--- src/rtl/gol_pkg.sv ---
// Shared VGA timing defaults, the pipeline stage type and the line/frame total helper
// for the Game-of-Life scanout.
package gol_pkg;

  localparam int unsigned H_ACT_DEF = 640;
  localparam int unsigned H_FP_DEF  = 16;
  localparam int unsigned H_SYN_DEF = 96;
  localparam int unsigned H_BP_DEF  = 48;
  localparam int unsigned V_ACT_DEF = 480;
  localparam int unsigned V_FP_DEF  = 10;
  localparam int unsigned V_SYN_DEF = 2;
  localparam int unsigned V_BP_DEF  = 33;

  typedef struct packed {
    logic act;
    logic hs;
    logic vs;
  } sync_t;

  localparam sync_t SYNC_IDLE = '{act: 1'b0, hs: 1'b1, vs: 1'b1};

  // Total period (H_TOT or V_TOT) from its four timing segments.
  function automatic int unsigned timing_total(input int unsigned act, input int unsigned fp,
                                               input int unsigned syn, input int unsigned bp);
    return act + fp + syn + bp;
  endfunction

  localparam int unsigned H_TOT_DEF = timing_total(H_ACT_DEF, H_FP_DEF, H_SYN_DEF, H_BP_DEF);
  localparam int unsigned V_TOT_DEF = timing_total(V_ACT_DEF, V_FP_DEF, V_SYN_DEF, V_BP_DEF);

endpackage

--- src/rtl/vga_counter.sv ---
// Pixel-clock divider plus horizontal/vertical raster counters with a frame-origin pulse.
module vga_counter
  import gol_pkg::*;
#(
  parameter int unsigned CLK_DIV = 2,
  parameter int unsigned H_TOT   = H_TOT_DEF,
  parameter int unsigned V_TOT   = V_TOT_DEF
)(
  input  logic       clk,
  input  logic       rst_b,
  output logic       pix_tick,
  output logic [9:0] hcnt,
  output logic [9:0] vcnt,
  output logic       frame_start
);

  logic h_last;
  logic v_last;

  generate
    if (CLK_DIV <= 1) begin : g_nodiv
      assign pix_tick = 1'b1;
    end else begin : g_div
      localparam int unsigned DW = $clog2(CLK_DIV);
      logic [DW-1:0] div;

      always_ff @(posedge clk or negedge rst_b) begin
        if (!rst_b) begin
          div <= '0;
        end else if (div == DW'(CLK_DIV - 1)) begin
          div <= '0;
        end else begin
          div <= div + 1'b1;
        end
      end

      assign pix_tick = (div == DW'(CLK_DIV - 1));
    end
  endgenerate

  assign h_last = (hcnt == 10'(H_TOT - 1));
  assign v_last = (vcnt == 10'(V_TOT - 1));

  // frame_start marks a genuine wrap only; the reset-forced (0,0) never pulses.
  always_ff @(posedge clk or negedge rst_b) begin
    if (!rst_b) begin
      hcnt        <= '0;
      vcnt        <= '0;
      frame_start <= 1'b0;
    end else begin
      frame_start <= pix_tick && h_last && v_last;
      if (pix_tick) begin
        if (h_last) begin
          hcnt <= '0;
          vcnt <= v_last ? '0 : vcnt + 1'b1;
        end else begin
          hcnt <= hcnt + 1'b1;
        end
      end
    end
  end

endmodule

--- src/rtl/gol_vga_scanout.sv ---
// VGA scanout: raster counters, sync/blank delay line matching the object latency,
// and the object/background/blank colour mux.
module gol_vga_scanout
  import gol_pkg::*;
#(
  parameter int unsigned CLK_DIV = 2,
  parameter int unsigned OBJ_LAT = 2,
  parameter int unsigned H_ACT   = H_ACT_DEF,
  parameter int unsigned H_FP    = H_FP_DEF,
  parameter int unsigned H_SYN   = H_SYN_DEF,
  parameter int unsigned H_BP    = H_BP_DEF,
  parameter int unsigned V_ACT   = V_ACT_DEF,
  parameter int unsigned V_FP    = V_FP_DEF,
  parameter int unsigned V_SYN   = V_SYN_DEF,
  parameter int unsigned V_BP    = V_BP_DEF,
  parameter logic [23:0] BG_RGB  = 24'h000040
)(
  input  logic        clk,
  input  logic        rst_b,
  input  logic [23:0] gol_rgb,
  input  logic        gol_gfx_en,
  output logic [9:0]  abs_ptrR,
  output logic [9:0]  abs_ptrC,
  output logic        frame_start,
  output logic        vga_hs,
  output logic        vga_vs,
  output logic        vga_blank_n,
  output logic [7:0]  vga_r,
  output logic [7:0]  vga_g,
  output logic [7:0]  vga_b
);

  logic        pix_tick;
  logic [9:0]  hcnt;
  logic [9:0]  vcnt;
  sync_t       raw;
  sync_t       dly;
  logic [23:0] rgb;

  vga_counter #(
    .CLK_DIV (CLK_DIV),
    .H_TOT   (timing_total(H_ACT, H_FP, H_SYN, H_BP)),
    .V_TOT   (timing_total(V_ACT, V_FP, V_SYN, V_BP))
  ) u_counter (
    .clk         (clk),
    .rst_b       (rst_b),
    .pix_tick    (pix_tick),
    .hcnt        (hcnt),
    .vcnt        (vcnt),
    .frame_start (frame_start)
  );

  assign abs_ptrC = hcnt;
  assign abs_ptrR = vcnt;

  always_comb begin
    raw     = SYNC_IDLE;
    raw.act = (hcnt < 10'(H_ACT)) && (vcnt < 10'(V_ACT));
    raw.hs  = !((hcnt >= 10'(H_ACT + H_FP)) && (hcnt < 10'(H_ACT + H_FP + H_SYN)));
    raw.vs  = !((vcnt >= 10'(V_ACT + V_FP)) && (vcnt < 10'(V_ACT + V_FP + V_SYN)));
  end

  // Delay matches the object pipeline so sync, blank and colour stay aligned.
  generate
    if (OBJ_LAT == 0) begin : g_nodly
      assign dly = raw;
    end else begin : g_dly
      sync_t stage [OBJ_LAT];

      always_ff @(posedge clk or negedge rst_b) begin
        if (!rst_b) begin
          for (int unsigned i = 0; i < OBJ_LAT; i++) stage[i] <= SYNC_IDLE;
        end else if (pix_tick) begin
          stage[0] <= raw;
          for (int unsigned i = 1; i < OBJ_LAT; i++) stage[i] <= stage[i-1];
        end
      end

      assign dly = stage[OBJ_LAT-1];
    end
  endgenerate

  // Object inputs are consulted only inside the delayed active window.
  always_ff @(posedge clk or negedge rst_b) begin
    if (!rst_b) begin
      vga_hs      <= 1'b1;
      vga_vs      <= 1'b1;
      vga_blank_n <= 1'b0;
      rgb         <= '0;
    end else if (pix_tick) begin
      vga_hs      <= dly.hs;
      vga_vs      <= dly.vs;
      vga_blank_n <= dly.act;
      if (!dly.act) begin
        rgb <= '0;
      end else if (gol_gfx_en) begin
        rgb <= gol_rgb;
      end else begin
        rgb <= BG_RGB;
      end
    end
  end

  assign vga_r = rgb[23:16];
  assign vga_g = rgb[15:8];
  assign vga_b = rgb[7:0];

endmodule
--- config.mk ---
export PLATFORM = sky130hd
export DESIGN_NAME = gol_vga_scanout
export DESIGN_NICKNAME = d
export VERILOG_FILES = /design/src/rtl/gol_pkg.sv /design/src/rtl/vga_counter.sv /design/src/rtl/gol_vga_scanout.sv
export SDC_FILE = /design/constraint.sdc
export NUM_CORES = 1
export LEC_CHECK = 0
export ABC_AREA = 0
export CORE_ASPECT_RATIO = 1.4
export CORE_UTILIZATION = 46
export DETAILED_ROUTE_END_ITERATION = 8
export PLACE_DENSITY = 0.79
export SYNTH_ARGS = -nofsm -noshare
export SYNTH_HDL_FRONTEND = slang
export SYNTH_SLANG_ARGS = --single-unit
--- constraint.sdc ---
create_clock -name clk -period 2.25 [get_ports clk]
set_input_delay 0.45 -clock clk [delete_from_list [all_inputs] [get_ports clk]]
set_output_delay 0.45 -clock clk [all_outputs]
set_load 0.05 [all_outputs]
* Word-level counts from Yosys, hierarchy flattened
Cells that the tools add are included.
** Cells by class
- Reductions and logical operators :: 8
- $lt $le $gt $ge :: 6
- Equality and inequality tests :: 2
- Mux-type cells :: 5
- $add $sub $neg :: 3
** Operators with widths (number)
- 2-to-1 mux 24 bit :: 2
- adder 10 x 1 -> 10 bit (second input constant) :: 2
- equality test 10 bit (second input constant) :: 2
- less-than comparator 10 bit (second input constant) :: 2
- less-than comparator 10 x 9 -> 1 bit (second input constant) :: 2
- 2-to-1 mux 10 bit :: 2
- >= comparator 10 bit (second input constant) :: 1
- >= comparator 10 x 9 -> 1 bit (second input constant) :: 1
- logical AND 1 bit :: 5
- zero test 1 bit :: 2
- AND reduction 2 bit :: 1
- adder 1 bit (second input constant) :: 1
- 2-to-1 mux 1 bit :: 1
** Storage, ports and cells
- Word-level logic and storage cells :: 38
- Bits of input ports :: 27
- Bits in registers :: 55

* Depth between registers and ports, before layout
Gate-level depths: netlist (run 1).
- Word-level depth :: 3
- Depth in mapped cells :: 7

* By module
From an unflattened synthesis (run 1), not the netlist that was laid out.
** Second synthesis, totals
- Cell total of the unflattened synthesis :: 196
- Area total of the unflattened synthesis :: 2427.3 µm²
** By module, submodules not included
- gol_vga_scanout :: sequential area each 833.3 µm², times used 1, area an instance 1282.5 µm², cells each 84
- vga_counter :: sequential area each 550.5 µm², times used 1, area an instance 1144.8 µm², cells each 112

* Worst setup path before layout (run 1)
OpenSTA, ideal clock, no wires.
- Path kind :: register -> register
- From :: register u_counter.hcnt[0]
- To :: register u_counter.vcnt[6]
- Slack :: 159 ps
- Arrival time :: 2026 ps
- Library setup time :: 65 ps
- Cell stages (with the launch flop) :: 7
- Cells stage by stage :: dfrtp_1 -> ha_1 -> nand2_1 -> or4_4 -> buf_6 -> nor4b_2 -> a21o_1
** On the way
- Longest elaborated chain between the ends :: 2
** RTL lines
- start: declaration :: RTL line vga_counter.sv:12 : output logic [9:0] hcnt,
- start signal: assignment :: RTL line vga_counter.sv:57 : hcnt <= hcnt + 1'b1;
- equality test 10 bit :: RTL line vga_counter.sv:41 : assign h_last = (hcnt == 10'(H_TOT - 1));
- AND reduction 2 bit (no source line)
- end signal: assignment :: RTL line vga_counter.sv:55 : vcnt <= v_last ? '0 : vcnt + 1'b1;
- end: declaration :: RTL line vga_counter.sv:13 : output logic [9:0] vcnt,
No other way between the ends.
A chain may end at the register's enable or synchronous reset.

* Final worst setup path (run 1)
- From :: register u_counter.vcnt[2]
- To :: output abs_ptrR[2]
** RTL lines
- end: declaration :: RTL line gol_vga_scanout.sv:22 : output logic [9:0] abs_ptrR,
No word-level cell between the ends.

==> out/qor.yml, run 1 <==
synth.yosys.warnings: 0
drv_slew: 0
design.final.nets: 306
grt_start_max_net_pins: 35
seq_power_share_pct: 56.8
layout.filler_cells: 403
gp_routability_congestion: 0.8085
layout-drive-gt1-share_pct: 12.32
cp_max_fo: 9
ctsLongestPathBuffers: 2
utilization_pct: 66.54
cts_num_sinks: 55
cp.arrival_ps: 1670
cts_max_level: 2
detail_route.first_pass.iterations: 4
finalCritPeriodShare_pct: 94.43
combinationalPowerShare_pct: 12.2
yosys-top-cells-count: "49 x sky130_fd_sc_hd__dfrtp_1, 24 x sky130_fd_sc_hd__a22o_1, 11 x sky130_fd_sc_hd__nor2_1, 10 x sky130_fd_sc_hd__inv_1, 10 x sky130_fd_sc_hd__o21ai_0"
holdCritPathClass: "input port to async pin"
die_height_um: 86.93
most_frequent_cell_after_synthesis: "sky130_fd_sc_hd__dfrtp_1"
max_cap_viol_count: 0
crit_path_max_incr_delay_ps: 860
io-pin-count: 75
synth_cell_types: 43
cts_resized: 0
finClkSkew_ps: 7.055
peakVddDrop_uv: 480.4
leakagePower_nw: 1.394
synthesis.area_um2: 2370
timing.critical_path.max_delay_family: "buffers and inverters"
clkLatencyLatePin_ps: 300
track_usage_pct: 20.23
areaGrowthSynthToFinish_pct: 38.07
vias_per_cell: 5.441
postSynthNetCount: 232
power.density_cell_area_nw_per_um2: 550.0
globalRoute.totalOverflow: 0
cts-hold-fix-buffers: 0
timing.critical_path.cells: "clkdlybuf4s50_1"
detailed_route_via_count: 1850
path_class: "flop to output pin"
initialDrtViolationCount: 89
cpMaxStageDelayCell: "sky130_fd_sc_hd__clkdlybuf4s50_1"
layout_min_cycle_time_ps: 2125
worst_slew_pin_slew_ps: 553.8
clock_tree_from_tritoncts: "done"
ctsRootBufferMaster: "sky130_fd_sc_hd__clkbuf_8"
cts.reportedPaths.clkPinSlew_ps: 100
max_freq_ghz: 0.4707
internal-power_mw: 1.332
synth_enable_flop_cells: 0
hpwlAfterDp_um: 3683
preCtsSetupSlack_ps: 405.8
critical_path.n_buffers_inverters: 1
ys.flop_type: "sky130_fd_sc_hd__dfrtp_1"
numCtsBuffers: 5
antenna_left: 0
grt_first_pass_wirelength_um: 8618
synth_cells: 201
asr_flop_ratio_synth_pct: 100.0
seq_area_frac_synth_pct: 58.39
timing.final.ws_setup_ps: 125.4
netlist.area_leader.share_pct: 51.74
antennaDiodeCount: 0
worst_ep_required_time_ps: 1800
count_of_final_setup_violators: 0
post_cts.repair.setup_buffers: 0
dieArea_um2: 5447
detail_route.wirelength_um: 5121
switching_share_pct: 26.00
timing.final.hold_violations: 0
rows: 30
max_transition_margin_pct: 62.96
syn_area_per_cell_um2: 11.79
outcome: "finished clean"
rsz0062_at_grt: "no"
register_area_um2: 1384
critPathCaptureType: "output pin"
ys_ff_latch: 55
worst-r2r-setup-slack_ps: 330
timing.setup.tns_ps: 0
synth_area_leaders: "sky130_fd_sc_hd__dfrtp_1 52%, sky130_fd_sc_hd__a22o_1 8.9%, sky130_fd_sc_hd__dfstp_2 6.7%, sky130_fd_sc_hd__mux2_2 2.9%, sky130_fd_sc_hd__ha_1 2.1%"
yosys.area.top_type: "sky130_fd_sc_hd__dfrtp_1"
grt_pass1_vias: 1766
initial_antenna_violation_count: 0
start_kind: "flop"
port_buffers: 74
share_clk_of_total_power_pct: 30.9
multi_input_area_um2: 890.9
wl_per_cell_um: 15.06
effective_utilization_at_floorplan_pct: 48.19
drt_drc_violations_left: 0
floorplan.core_area_um2: 4917
total_switching_power_mw: 0.4679
fp.dieW_um: 62.66
-- flip-flops by register name, indices dropped and copies added (netlist names) --
name and flops:
dly 3, vga_vs 1, u_counter.frame_start 1, g_dly.stage 3, u_counter.hcnt 10, u_counter.vcnt 10, vga_blank_n 1, u_counter.pix_tick 1
rgb 24, vga_hs 1
-- cell usage in the layout (no fill, tap or decap), types with 2 or more instances in the layout --
master,instances
sky130_fd_sc_hd__a21o_1,2
sky130_fd_sc_hd__a21oi_1,5
sky130_fd_sc_hd__a22o_1,24
sky130_fd_sc_hd__a32o_1,2
sky130_fd_sc_hd__and3_1,3
sky130_fd_sc_hd__and4_1,2
sky130_fd_sc_hd__buf_4,4
sky130_fd_sc_hd__clkbuf_8,5
sky130_fd_sc_hd__clkdlybuf4s50_1,73
sky130_fd_sc_hd__dfrtp_1,49
sky130_fd_sc_hd__dfstp_2,6
sky130_fd_sc_hd__ha_1,4
sky130_fd_sc_hd__inv_1,10
sky130_fd_sc_hd__inv_6,2
sky130_fd_sc_hd__mux2_2,6
sky130_fd_sc_hd__nand2_1,8
sky130_fd_sc_hd__nand3_1,6
sky130_fd_sc_hd__nand4_1,6
sky130_fd_sc_hd__nor2_1,11
sky130_fd_sc_hd__nor3_1,5
sky130_fd_sc_hd__nor4_1,3
sky130_fd_sc_hd__o21ai_0,10
sky130_fd_sc_hd__xnor2_1,4
sky130_fd_sc_hd__xor2_1,4
-- cell type report --
cell class,instances,share of cell area [%]
clock inverter,3,0.7648
clock buffer,5,2.103
sequential,55,42.29
multi-input combinational,124,27.23
tap,64,2.447
inverter,10,1.147
timing repair buffer,79,24.02
-- cells by family after synthesis --
family          share of synthesized area, %
fa+ha+maj                              2.112
xor+xnor                               2.956
simple gates                           14.15
flops                                  58.40
compound gates                         15.52
mux                                    2.851
buf+inv                                4.013
-- metrics by stage --
stage | total power, mW | instance area (um^2) | hold WS, ps | std cells
2_1_floorplan | 1.144 | 2370 | 154.4 | 201
3_3_place_gp | 1.261 | 3178 | 450.7 | 332
3_5_place_dp | 1.264 | 3178 | 450.2 | 332
4_1_cts | 1.825 | 3272 | 103.9 | 340
5_1_grt | 1.875 | 3272 | 117.4 | 340
6_report | 1.799 | 3272 | 102.2 | 340
-- power by group through the flow --
stage | sequential [mW] | clock, mW | combinational (mW)
after floorplan | 1.12 | 0 | 0.0247
after global placement | 1.04 | 0 | 0.221
after detailed placement | 1.04 | 0 | 0.223
after CTS | 1.02 | 0.579 | 0.223
after global routing | 1.03 | 0.616 | 0.233
final | 1.02 | 0.557 | 0.220
-- path summary, 6_finish.rpt --
path,endpoint,cells after the start,start
setup / recovery,abs_ptrR[2],1,u_counter.vcnt[2]
min in group clk,g_dly.stage[3],2,g_dly.stage[3]
setup reg to reg,u_counter.vcnt[5],5,u_counter.hcnt[0]
hold / removal,rgb[8],1,rst_b
hold reg to reg,g_dly.stage[3],2,g_dly.stage[3]
max in group asynchronous,dly[1],2,rst_b
-- metal layers --
metal	global-route usage [%]	vias to the layer above	wire, um
met5	0	-	0
met4	7.188	0	82
met3	3.796	6	178
met2	34.78	46	2738
met1	25.50	916	2121
li1	-	882	-
Note: power is estimated with default switching activity, not from simulation.
==> run 2, diff against run 1 <==
Settings changed: RECOVER_POWER set to 100, SLEW_MARGIN set to 20.
==> run 2 against run 1 <==
  * Fmax shrank 1.8%
  * Design area fell by 1.3%
  * Clock-buffer cell count unchanged
  * Clock skew down 0.55 ps
  * Critical path depth did not move
  * Sequential cell count stayed put
  * Worst setup slack got worse by 39 ps
  * Core utilization decreased by 0.84 points
  * Critical path type unchanged
  * Largest cell class unchanged
==> out/qor.yml, run 2 (same netlist as run 1, synthesis figures left out) <==
place_inst: 332
globalRoute.totalOverflow: 0
gp_routability_congestion: 0.8085
total_power_mw: 1.789
grt.met1_usage_pct: 25.50
grt_start_max_net_pins: 35
outcome: "finished clean"
effective_utilization_at_floorplan_pct: 48.19
timing.final.hold_violations: 0
worst_slew_pin_slew_ps: 1244
ctsLongestPathBuffers: 2
drt_drc_violations_left: 0
initial_antenna_violation_count: 0
timing.critical_path.max_delay_family: "buffers and inverters"
worst_case_hold_slack_ps: 333.7
vias_per_cell: 5.518
ctsRootBufferMaster: "sky130_fd_sc_hd__clkbuf_8"
finalCritPeriodShare_pct: 96.14
antennaDiodeCount: 0
crit_path_max_incr_delay_ps: 860
max_transition_margin_pct: 17.07
areaGrowthSynthToFinish_pct: 36.33
grt_first_pass_wirelength_um: 8618
cts_max_level: 2
postPlaceCellArea_um2: 3178
leading_cell_type_in_the_layout_fill_and_taps_excluded: "sky130_fd_sc_hd__dfrtp_1"
post_cts.repair.setup_buffers: 0
io-pin-count: 75
detail_route.wirelength_um: 5114
initialDrtViolationCount: 85
critPathCaptureType: "output pin"
global_route.peak_usage_layer: "met2"
detail_route.first_pass.iterations: 4
layout-drive-gt1-share_pct: 9.783
fp.dieW_um: 62.66
rows: 30
path_class: "flop to output pin"
crit-reg2reg-launch: "u_counter.hcnt[0]"
critical_path.n_buffers_inverters: 1
hpwlAfterDp_um: 3683
antenna_left: 0
layout_top_registers: "rgb x24, u_counter.hcnt x10, u_counter.vcnt x10"
track_usage_pct: 20.23
clock_tree_from_tritoncts: "done"
power.density_cell_area_nw_per_um2: 553.6
holdCritPathClass: "input port to async pin"
drv_slew: 0
largest_register_ff_count: 24
timing.final.ws_setup_ps: 86.90
cts-hold-fix-buffers: 0
clkLatencyLatePin_ps: 310
top_register: "rgb"
grt_pass1_vias: 1766
use_met2_pct: 34.78
start_kind: "flop"
dieArea_um2: 5447
count_of_final_setup_violators: 0
finished_layout_cells: 340
peakVddDrop_uv: 477.1
cp_max_fo: 2
die_height_um: 86.93
timing.critical_path.cells: "dlygate4sd3_1"
final_cell_mix: "49 x sky130_fd_sc_hd__dfrtp_1, 47 x sky130_fd_sc_hd__dlygate4sd3_1, 26 x sky130_fd_sc_hd__clkdlybuf4s50_1"
max_cap_viol_count: 0
grt_use_met3_pct: 3.796
preCtsSetupSlack_ps: 405.8
max_freq_ghz: 0.4623
port_buffers: 74
leakagePower_nw: 1.473
cpMaxStageDelayCell: "sky130_fd_sc_hd__dlygate4sd3_1"
crit_path_start: "vga_vs"
rsz0062_at_grt: "no"
cp.arrival_ps: 1710
cts.reportedPaths.clkPinSlew_ps: 100
final_design_area_no_fill_um2: 3231
timing.setup.tns_ps: 0
utilization_pct: 65.70
layout_min_cycle_time_ps: 2163
worst_ep_required_time_ps: 1800
design.final.nets: 306
detailed_route_via_count: 1876
cts_num_sinks: 55
floorplan.core_area_um2: 4917
finClkSkew_ps: 6.502
layout.filler_cells: 409
wl_per_cell_um: 15.04
numCtsBuffers: 5
cts_resized: 0
## run 2: changes by cell type in the layout (fill, tap and decap cells not counted), sizes merged
cell           before  now
buf                 6    2
clkbuf              5    9
clkdlybuf4s50      73   26
dlygate4sd3         0   47
## run 2: power by group
group | switching (mW) | internal [mW] | leakage (nW)
registers | 0.0113 | 1.01 | 0.689
logic | 0.126 | 0.0822 | 0.739
clock network | 0.332 | 0.227 | 0.0452
## run 2: cell type report
type                            count  area (um^2)  share of cell area (%)
Sequential cell                    55         1384                   42.84
Clock buffer                        5        68.82                   2.130
Clock inverter                      3        25.02                  0.7746
Tap cell                           64        80.08                   2.479
Inverter                           10        37.54                   1.162
Multi-Input combinational cell    124        873.3                   27.03
Timing Repair Buffer               79        762.0                   23.59
## run 2: per-layer routing
metal	wire (um)	vias to the layer above	part of all wire, %
met5	0	-	0
met4	110	0	2.2
met3	198	10	3.9
met2	2735	55	53
met1	2070	929	40
li1	-	882	-
## run 2: path summary, 6_finish.rpt
kind | endpoint | slack (ps) | cells past startpoint
worst max-delay path | vga_vs | 90 | 1
worst min-delay path | rgb[8] | 330 | 1
worst max register to register | u_counter.vcnt[5] | 160 | 5
worst min register to register | g_dly.stage[3] | 500 | 2
max in group asynchronous | u_counter.hcnt[2] | 550 | 2
min in group clk | g_dly.stage[3] | 500 | 2
==> run 3, diff against run 2 <==
Settings changed: SLEW_MARGIN 20 to unset.
==> results of run 3 <==
Final layout, timing and power as in run 2 (identical DEF).
